## src/rtl/team_06_pkg.sv

```systemverilog
// Shared types and constants for the team_06 delay-line blocks.
// The audio byte is offset-binary, so silence is 128 rather than 0.
package team_06_pkg;

  localparam logic [7:0] AUDIO_ZERO = 8'd128;

  typedef logic [7:0] sample_t;

  typedef enum logic [1:0] {
    IDLE,
    RD_REQ,
    WR_REQ
  } state_t;

endpackage

```

## src/rtl/team_06_delay_ptr.sv

```systemverilog
// Circular-buffer bookkeeping: write pointer, fill counter, delay selection
// and the wrap-around read address (write pointer minus the delay).
module team_06_delay_ptr #(
  parameter int ADDR_W = 12,
  parameter int DELAY0 = 1024,
  parameter int DELAY1 = 2048,
  parameter int DELAY2 = 3072,
  parameter int DELAY3 = 4095
) (
  input  logic              clk,
  input  logic              rst,
  input  logic [1:0]        delay_sel,
  input  logic              clear,
  input  logic              advance,
  output logic [ADDR_W-1:0] rd_addr,
  output logic [ADDR_W-1:0] wr_addr,
  output logic              full,
  output logic              will_fill
);

  logic [ADDR_W-1:0] wr_ptr;
  logic [ADDR_W-1:0] fill_cnt;
  logic [ADDR_W-1:0] delay;

  function automatic logic [ADDR_W-1:0] sat_inc(input logic [ADDR_W-1:0] v,
                                                input logic [ADDR_W-1:0] lim);
    return (v >= lim) ? v : v + ADDR_W'(1);
  endfunction

  always_comb begin
    case (delay_sel)
      2'd0:    delay = ADDR_W'(DELAY0);
      2'd1:    delay = ADDR_W'(DELAY1);
      2'd2:    delay = ADDR_W'(DELAY2);
      default: delay = ADDR_W'(DELAY3);
    endcase
  end

  // Plain ADDR_W-bit subtraction gives the modulo-DEPTH wrap for free.
  assign rd_addr   = wr_ptr - delay;
  assign wr_addr   = wr_ptr;
  assign full      = (fill_cnt == delay);
  assign will_fill = full || (fill_cnt == delay - ADDR_W'(1));

  always_ff @(posedge clk or posedge rst) begin
    if (rst) begin
      wr_ptr   <= '0;
      fill_cnt <= '0;
    end else begin
      if (advance)
        wr_ptr <= wr_ptr + ADDR_W'(1);
      if (clear)
        fill_cnt <= '0;
      else if (advance)
        fill_cnt <= sat_inc(fill_cnt, delay);
    end
  end

endmodule

```

## src/rtl/team_06_delay_buffer.sv

```systemverilog
// Delay-line controller: per sample, reads the byte written DELAY samples ago
// from external SRAM, then writes the new byte into the circular buffer.
module team_06_delay_buffer
  import team_06_pkg::*;
#(
  parameter int ADDR_W = 12,
  parameter int DELAY0 = 1024,
  parameter int DELAY1 = 2048,
  parameter int DELAY2 = 3072,
  parameter int DELAY3 = 4095
) (
  input  logic              clk,
  input  logic              rst,
  input  logic              sample_valid,
  input  logic [7:0]        save_audio,
  input  logic              save_en,
  input  logic [1:0]        delay_sel,
  output logic              mem_req,
  output logic              mem_we,
  output logic [ADDR_W-1:0] mem_addr,
  output logic [7:0]        mem_wdata,
  input  logic [7:0]        mem_rdata,
  input  logic              mem_ack,
  output logic [7:0]        past_output,
  output logic              good_data,
  output logic              busy,
  output logic              overrun
);

  state_t            state;
  logic [1:0]        delay_q;
  sample_t           sample_q;
  logic              delay_chg;
  logic              clear;
  logic              advance;
  logic [ADDR_W-1:0] rd_addr;
  logic [ADDR_W-1:0] wr_addr;
  logic              full;
  logic              will_fill;

  assign delay_chg = (state == IDLE) && (delay_sel != delay_q);
  assign clear     = delay_chg || ((state == IDLE) && sample_valid && !save_en);
  assign advance   = (state == WR_REQ) && mem_req && mem_ack;
  assign busy      = (state != IDLE);

  team_06_delay_ptr #(
    .ADDR_W (ADDR_W),
    .DELAY0 (DELAY0),
    .DELAY1 (DELAY1),
    .DELAY2 (DELAY2),
    .DELAY3 (DELAY3)
  ) u_ptr (
    .clk       (clk),
    .rst       (rst),
    .delay_sel (delay_q),
    .clear     (clear),
    .advance   (advance),
    .rd_addr   (rd_addr),
    .wr_addr   (wr_addr),
    .full      (full),
    .will_fill (will_fill)
  );

  always_ff @(posedge clk) begin
    if ((state == IDLE) && sample_valid && save_en)
      sample_q <= save_audio;
  end

  always_ff @(posedge clk or posedge rst) begin
    if (rst) begin
      state       <= IDLE;
      delay_q     <= 2'd0;
      mem_req     <= 1'b0;
      mem_we      <= 1'b0;
      mem_addr    <= '0;
      mem_wdata   <= '0;
      past_output <= AUDIO_ZERO;
      good_data   <= 1'b0;
      overrun     <= 1'b0;
    end else begin
      overrun <= 1'b0;
      case (state)
        IDLE: begin
          if (delay_chg) begin
            delay_q     <= delay_sel;
            good_data   <= 1'b0;
            past_output <= AUDIO_ZERO;
          end
          if (sample_valid) begin
            if (save_en) begin
              mem_req <= 1'b1;
              // A delay change in the same cycle invalidates the buffer, so skip the read.
              if (good_data && !delay_chg) begin
                state    <= RD_REQ;
                mem_we   <= 1'b0;
                mem_addr <= rd_addr;
              end else begin
                state     <= WR_REQ;
                mem_we    <= 1'b1;
                mem_addr  <= wr_addr;
                mem_wdata <= save_audio;
              end
            end else begin
              good_data   <= 1'b0;
              past_output <= AUDIO_ZERO;
            end
          end
        end
        RD_REQ: begin
          overrun <= sample_valid;
          if (mem_ack) begin
            past_output <= mem_rdata;
            mem_req     <= 1'b0;
            state       <= WR_REQ;
          end
        end
        WR_REQ: begin
          overrun <= sample_valid;
          // Entered with mem_req low after a read: this is the mandatory bus gap.
          if (!mem_req) begin
            mem_req   <= 1'b1;
            mem_we    <= 1'b1;
            mem_addr  <= wr_addr;
            mem_wdata <= sample_q;
          end else if (mem_ack) begin
            mem_req   <= 1'b0;
            mem_we    <= 1'b0;
            good_data <= will_fill;
            state     <= IDLE;
          end
        end
        default: state <= IDLE;
      endcase
    end
  end

endmodule

```

## config.mk

```make
export PLATFORM = sky130hd
export DESIGN_NAME = team_06_delay_buffer
export DESIGN_NICKNAME = d
export VERILOG_FILES = /design/src/rtl/team_06_pkg.sv /design/src/rtl/team_06_delay_ptr.sv /design/src/rtl/team_06_delay_buffer.sv
export SDC_FILE = /design/constraint.sdc
export NUM_CORES = 1
export LEC_CHECK = 0
export ABC_AREA = 1
export BUFFER_PORTS_ARGS = -buffer_cell sky130_fd_sc_hd__buf_2
export CORE_MARGIN = 4
export CORE_UTILIZATION = 59
export DETAILED_ROUTE_END_ITERATION = 6
export PLACE_DENSITY = 0.85
export RECOVER_POWER = 50
export SETUP_SLACK_MARGIN = 0.2
export SYNTH_ARGS = -nofsm -noshare
export SYNTH_HDL_FRONTEND = slang
export SYNTH_SLANG_ARGS = --single-unit
```

## constraint.sdc

```tcl
create_clock -name clk -period 4 [get_ports clk]
set_clock_uncertainty 0.15 [all_clocks]
set_input_delay 1.2 -clock clk [delete_from_list [all_inputs] [get_ports clk]]
set_output_delay 1.2 -clock clk [all_outputs]
set_load 0.005 [all_outputs]
```

; ---- Yosys cells after proc, flatten, opt, wreduce, memory -nomap -nowiden
; Cells that the tools add are included.
[totals]
out_inout_bits = 33
inputBits = 23
regBits = 68
[op_classes]
eq_ne = 16
n_mux = 44
addsub = 4
magnitude_cmp = 1
reduce_logical = 28
[op_table]
columns = op, n
row1 = two-way mux 12 bit, 7
row2 = two-way mux 8 bit, 8
row3 = one-hot mux 12 bit (3 select lines), 1
row4 = one-hot mux 8 bit (2 select lines), 2
row5 = "adder 12 x 1 -> 12 bit, second input constant", 2
row6 = equality test 12 bit, 2
row7 = one-hot mux 12 bit (2 select lines), 1
row8 = "inequality test 2 bit, second input constant", 8
row9 = two-way mux 1 bit, 15
row10 = >= comparator 12 bit, 1
row11 = two-way mux 2 bit, 6
row12 = AND reduction 4 bit, 3
row13 = "subtractor 12 x 1 -> 12 bit, second input constant", 1
row14 = subtractor 12 bit, 1
row15 = AND reduction 5 bit, 2
row16 = nonzero test 2 bit, 4
row17 = logical AND 1 bit, 7
row18 = one-hot mux 2 bit (3 select lines), 1
row19 = AND reduction 2 bit, 3
row20 = "equality test 2 x 1 -> 1 bit, second input constant", 2
row21 = "equality test 2 bit, second input constant", 2
row22 = logical NOT 2 bit, 2
row23 = one-hot mux 1 bit (2 select lines), 2
row24 = "inequality test 3 bit, second input constant", 1
row25 = 7 further kinds, 9

; ---- Longest topological paths before layout
[logic_depth]
depth_word = 8
mapped_depth = 17
depth_no_buf = 16

; ---- Cells and area by module
; From an unflattened synthesis, not the netlist that was laid out.
[hier_totals]
cells_unflattened = 593
area_unflattened_um2 = 4555.6
[by_module_without_submodules]
columns = module, n_inst, area_per_inst_um2, seq_area_each_um2, cells_each
row1 = team_06_delay_ptr, 1, 2357.3, 600.6, 335
row2 = team_06_delay_buffer, 1, 2198.4, 1142.3, 258

; ---- Worst setup path after synthesis
; OpenSTA, ideal clock, no wires.
[synth_timing]
path_kind = input to register
from = in delay_sel[1]
to = reg mem_addr[4]
cell_stages = 8
arrival_ns = 2.087
path_buffers = 0
slack_ns = 1.640
path_cell_list = xnor2_1 nand2_1 nand2_2 nand2_1 nor2_4 inv_1 o21ai_0 nand2_1
[synth_between]
elab_chain_len = 8
[synth_rtl]
columns = item, line_no
row1 = "start, declared", team_06_delay_buffer.sv:17  ; input logic [1:0] delay_sel,
row2 = inequality test 2 bit, team_06_delay_buffer.sv:41  ; assign delay_chg = (state == IDLE) && (delay_sel != delay_q);
row3 = logical AND 1 bit, team_06_delay_buffer.sv:41
row4 = logical NOT 1 bit, team_06_delay_buffer.sv:93  ; if (good_data && !delay_chg) begin
row5 = logical AND 1 bit, team_06_delay_buffer.sv:93
row6 = two-way mux 12 bit, team_06_delay_buffer.sv:93
row7 = two-way mux 12 bit, team_06_delay_buffer.sv:90  ; if (save_en) begin
row8 = two-way mux 12 bit, team_06_delay_buffer.sv:89  ; if (sample_valid) begin
row9 = one-hot mux 12 bit (2 select lines), team_06_delay_buffer.sv:82  ; case (state)
row10 = "end signal, assigned", team_06_delay_buffer.sv:96  ; mem_addr <= rd_addr;
row11 = "end signal, assigned", team_06_delay_buffer.sv:100  ; mem_addr <= wr_addr;
row12 = "end signal, assigned", team_06_delay_buffer.sv:123  ; mem_addr <= wr_addr;
row13 = "end, declared", team_06_delay_buffer.sv:20  ; output logic [ADDR_W-1:0] mem_addr,
; Every way passes these cells. The select of a mux whose other input is x is not followed.
; A chain may end at the register's enable or synchronous reset.

; ---- Worst setup path after layout
[layout_timing]
from = reg state[0]
to = out busy
[layout_between]
elab_chain_len = 1
[layout_rtl]
columns = item, line_no
row1 = "start, declared", team_06_delay_buffer.sv:30  ; state_t state;
row2 = "start signal, assigned", team_06_delay_buffer.sv:71  ; state <= IDLE;
row3 = "start signal, assigned", team_06_delay_buffer.sv:94  ; state <= RD_REQ;
row4 = "start signal, assigned", team_06_delay_buffer.sv:98  ; state <= WR_REQ;
row5 = nonzero test 2 bit, team_06_delay_buffer.sv:44  ; assign busy = (state != IDLE);
row6 = "end, declared", team_06_delay_buffer.sv:26  ; output logic busy,
; Every way passes these cells.

==> flow_summary.toml <==
[status]
run_status = "finished clean"

[timing]
final-max-slew-violation-count = 0
hold_ws_ns = 0.326
fin_tns_setup_ns = 0
worst_pin_slew_ns = 1.49
finalCriticalPeriod_ns = 2.91
timing.final.hold_violations = 0
number_of_endpoints_failing_setup_at_the_final_stage = 0
max_slew_margin = 0.00798
fmax_mhz = 344
fin_crit_sh = 0.727
rsz_0062_raised_after_global_routing = "false"

[clocking]
ctsResizeCount = 0
h-tree-depth = 3
cts-root-buf = "sky130_fd_sc_hd__clkbuf_8"
holdBufCountCts = 0
cts.reportedPaths.clkPinSlew_ns = 0.08
cts_inserted_buffers = 9
clock_sinks = 68
ctsLongestPathBuffers = 2
cts_tree = "yes"
clkLatencyLatePin_ns = 0.34
cts.repair_timing.setup_buffer_count = 0

[yosys]
dominantRegCellSynth = "sky130_fd_sc_hd__dfrtp_1"
synth_area_um2 = 4140
synth_enable_flop_cells = 8
synth.top_cells.by_area = "sky130_fd_sc_hd__dfrtp_1, sky130_fd_sc_hd__nand2_1, sky130_fd_sc_hd__ha_1"
synth_sequential_area_ratio = 0.421
synth.largest_area_cell = "sky130_fd_sc_hd__dfrtp_1"
postSynth.asyncResetShare = 0.882
yosys.area_share.adder = 0.0756
mappedNetlistNets = 558
compound_cell_area_share_of_the_yosys_netlist = 0.137
post-synth-top-count-cell = "sky130_fd_sc_hd__nand2_1"
synthXorXnorAreaFrac = 0.0550
yosys.area_share.simple = 0.242
post_synth_most_frequent_cells = "sky130_fd_sc_hd__nand2_1, sky130_fd_sc_hd__inv_1, sky130_fd_sc_hd__dfrtp_1"
syn-mean-instance-area_um2 = 8.12
post-synth-top-area-fraction = 0.357
synth_top_family_by_area = "simple AND/OR/NAND/NOR gates"
ys_warn_count = 0
synth.area.mux_share = 0
yosysUniqueCellTypes = 39
post_synth_inst_count = 510
synth_seq_cells = 68

[placed_design]
dp_hpwl_um = 7440
port_buffers = 55
gpl.final_weighted_congestion = 0.928

[global_routing]
initial_antenna_violation_count = 0
wire_length_of_the_first_global_routing_pass_um = 16800
first_global_vias = 3687
grt.total_usage = 0.247
grt_overflow = 0
grt_max_degree = 61

[cells_and_area]
n_antenna_cell = 0
drive_gt1_frac = 0.135
synthesis_to_layout_area_growth_pct = 13.2
number_of_nets_in_the_final_layout = 619

[drt]
wire_per_inst_um = 14.6
drt_iter0_drc = 256
route.detailed.drc = 0
route.antenna.remaining_nets = 0
drt_pass1_iterations = 7
viasPerCell = 5.54
num_vias = 3725
wirelength_um = 9790

[power_and_ir_drop]
max-vdd-ir-drop_v = 0.000354
pwr_density_cell_nw_per_um2 = 727
power_leakage_nw = 2.37
fin_total_pwr_w = 0.00341

[worst_setup_path]
worst_setup_path_end_kind = "output port"
crit_path_launch_type = "flip-flop"
critPathKind = "reg2out"
worst_ep_arrival_time_ns = 1.56
critical_path_peak_fanout = 7
worstPathRequired_ns = 2.65

[die]
core-area_um2 = 6790
num_io_pins = 56
die_width_um = 91.8
initial_utilization = 0.609
die_h_um = 91.8
die_area_um2 = 8420
rows = 30

[flow_run]
cap_violations = 0

[min_path]
hp-class = "reg2reg"
layer usage:
layer	vias up	global-route usage	share of wire
li1	1815	-	-
met1	1769	0.327	0.45
met2	117	0.405	0.47
met3	24	0.0386	0.055
met4	0	0.101	0.026
met5	-	0	0
cell usage in the layout (no fill, tap or decap), drive strengths merged, types with 18 or more instances in the layout:
master	n
nand2	126
a21oi	19
clkbuf	18
ha	25
nor2	51
dfrtp	59
o21ai	36
inv	65
xor2	21
nand3	34
buf	48
flip-flops by register name, summed over array words and instances, names as in the netlist:
| register | cells |
|---|---|
| sample_q | 8 |
| mem_wdata | 8 |
| past_output | 8 |
| mem_addr | 12 |
| good_data | 1 |
| delay_q | 2 |
| u_ptr.fill_cnt | 12 |
| mem_req | 1 |
| overrun | 1 |
| u_ptr.wr_addr | 12 |
| state | 2 |
| mem_we | 1 |
cell families (layout without fill, tap and decap cells):
group                    after synthesis  after routing
adder cells (fa/ha/maj)               25             25
AO/OA/AOI/OAI                         89             89
XOR/XNOR                              26             26
flip-flops                            68             68
AND/OR/NAND/NOR                      231            231
buffers and inverters                 71            137
worst max-delay path: stages (launching register included):
cell and delay [ns]:
sky130_fd_sc_hd__dfrtp_1 0.39, sky130_fd_sc_hd__inv_1 0.10, sky130_fd_sc_hd__ha_1 0.31, sky130_fd_sc_hd__inv_1 0.22
sky130_fd_sc_hd__buf_2 0.18
stage by stage:
stage / setup WS, ns / cell area, µm² / std cells / util
after floorplan: 1.17 / 4140 / 510 / -
after global placement: 1.25 / 4500 / 656 / 0.662
after detailed placement: 1.19 / 4500 / 656 / 0.662
after CTS: 1.15 / 4710 / 672 / 0.694
after global routing: 0.918 / 4690 / 672 / 0.690
final: 1.09 / 4690 / 672 / 0.690
report_power, final:
part / internal, W / leakage (nW) / switching [W] / total, W
sequential: 0.000889 / 0.824 / 0.000171 / 0.00106
combinational: 0.000593 / 1.43 / 0.00113 / 0.00172
clock: 0.000352 / 0.111 / 0.000274 / 0.000626
worst paths after layout:
path / from / slack, ns / to / cells past startpoint
min reg2reg: past_output[7] / 0.33 / past_output[7] / 2
max reg2reg: delay_q[1] / 1.28 / mem_addr[11] / 9
max in group asynchronous: rst / 1.57 / u_ptr.fill_cnt[5] / 3
min: past_output[7] / 0.33 / past_output[7] / 2
min in group asynchronous: rst / 1.21 / mem_wdata[5] / 3
max: state[0] / 1.09 / busy / 4
final cells by class:
| class | instances | area [µm²] |
|---|---|---|
| clock buffers | 10 | 128 |
| fillers | 565 | 2110 |
| inverters | 65 | 244 |
| well taps | 96 | 120 |
| repair buffers | 56 | 272 |
| clock inverters | 6 | 87.6 |
| multi-input cells | 371 | 2090 |
| flip-flops and latches | 68 | 1740 |
No activity file was read; power rests on OpenSTA's default activity.
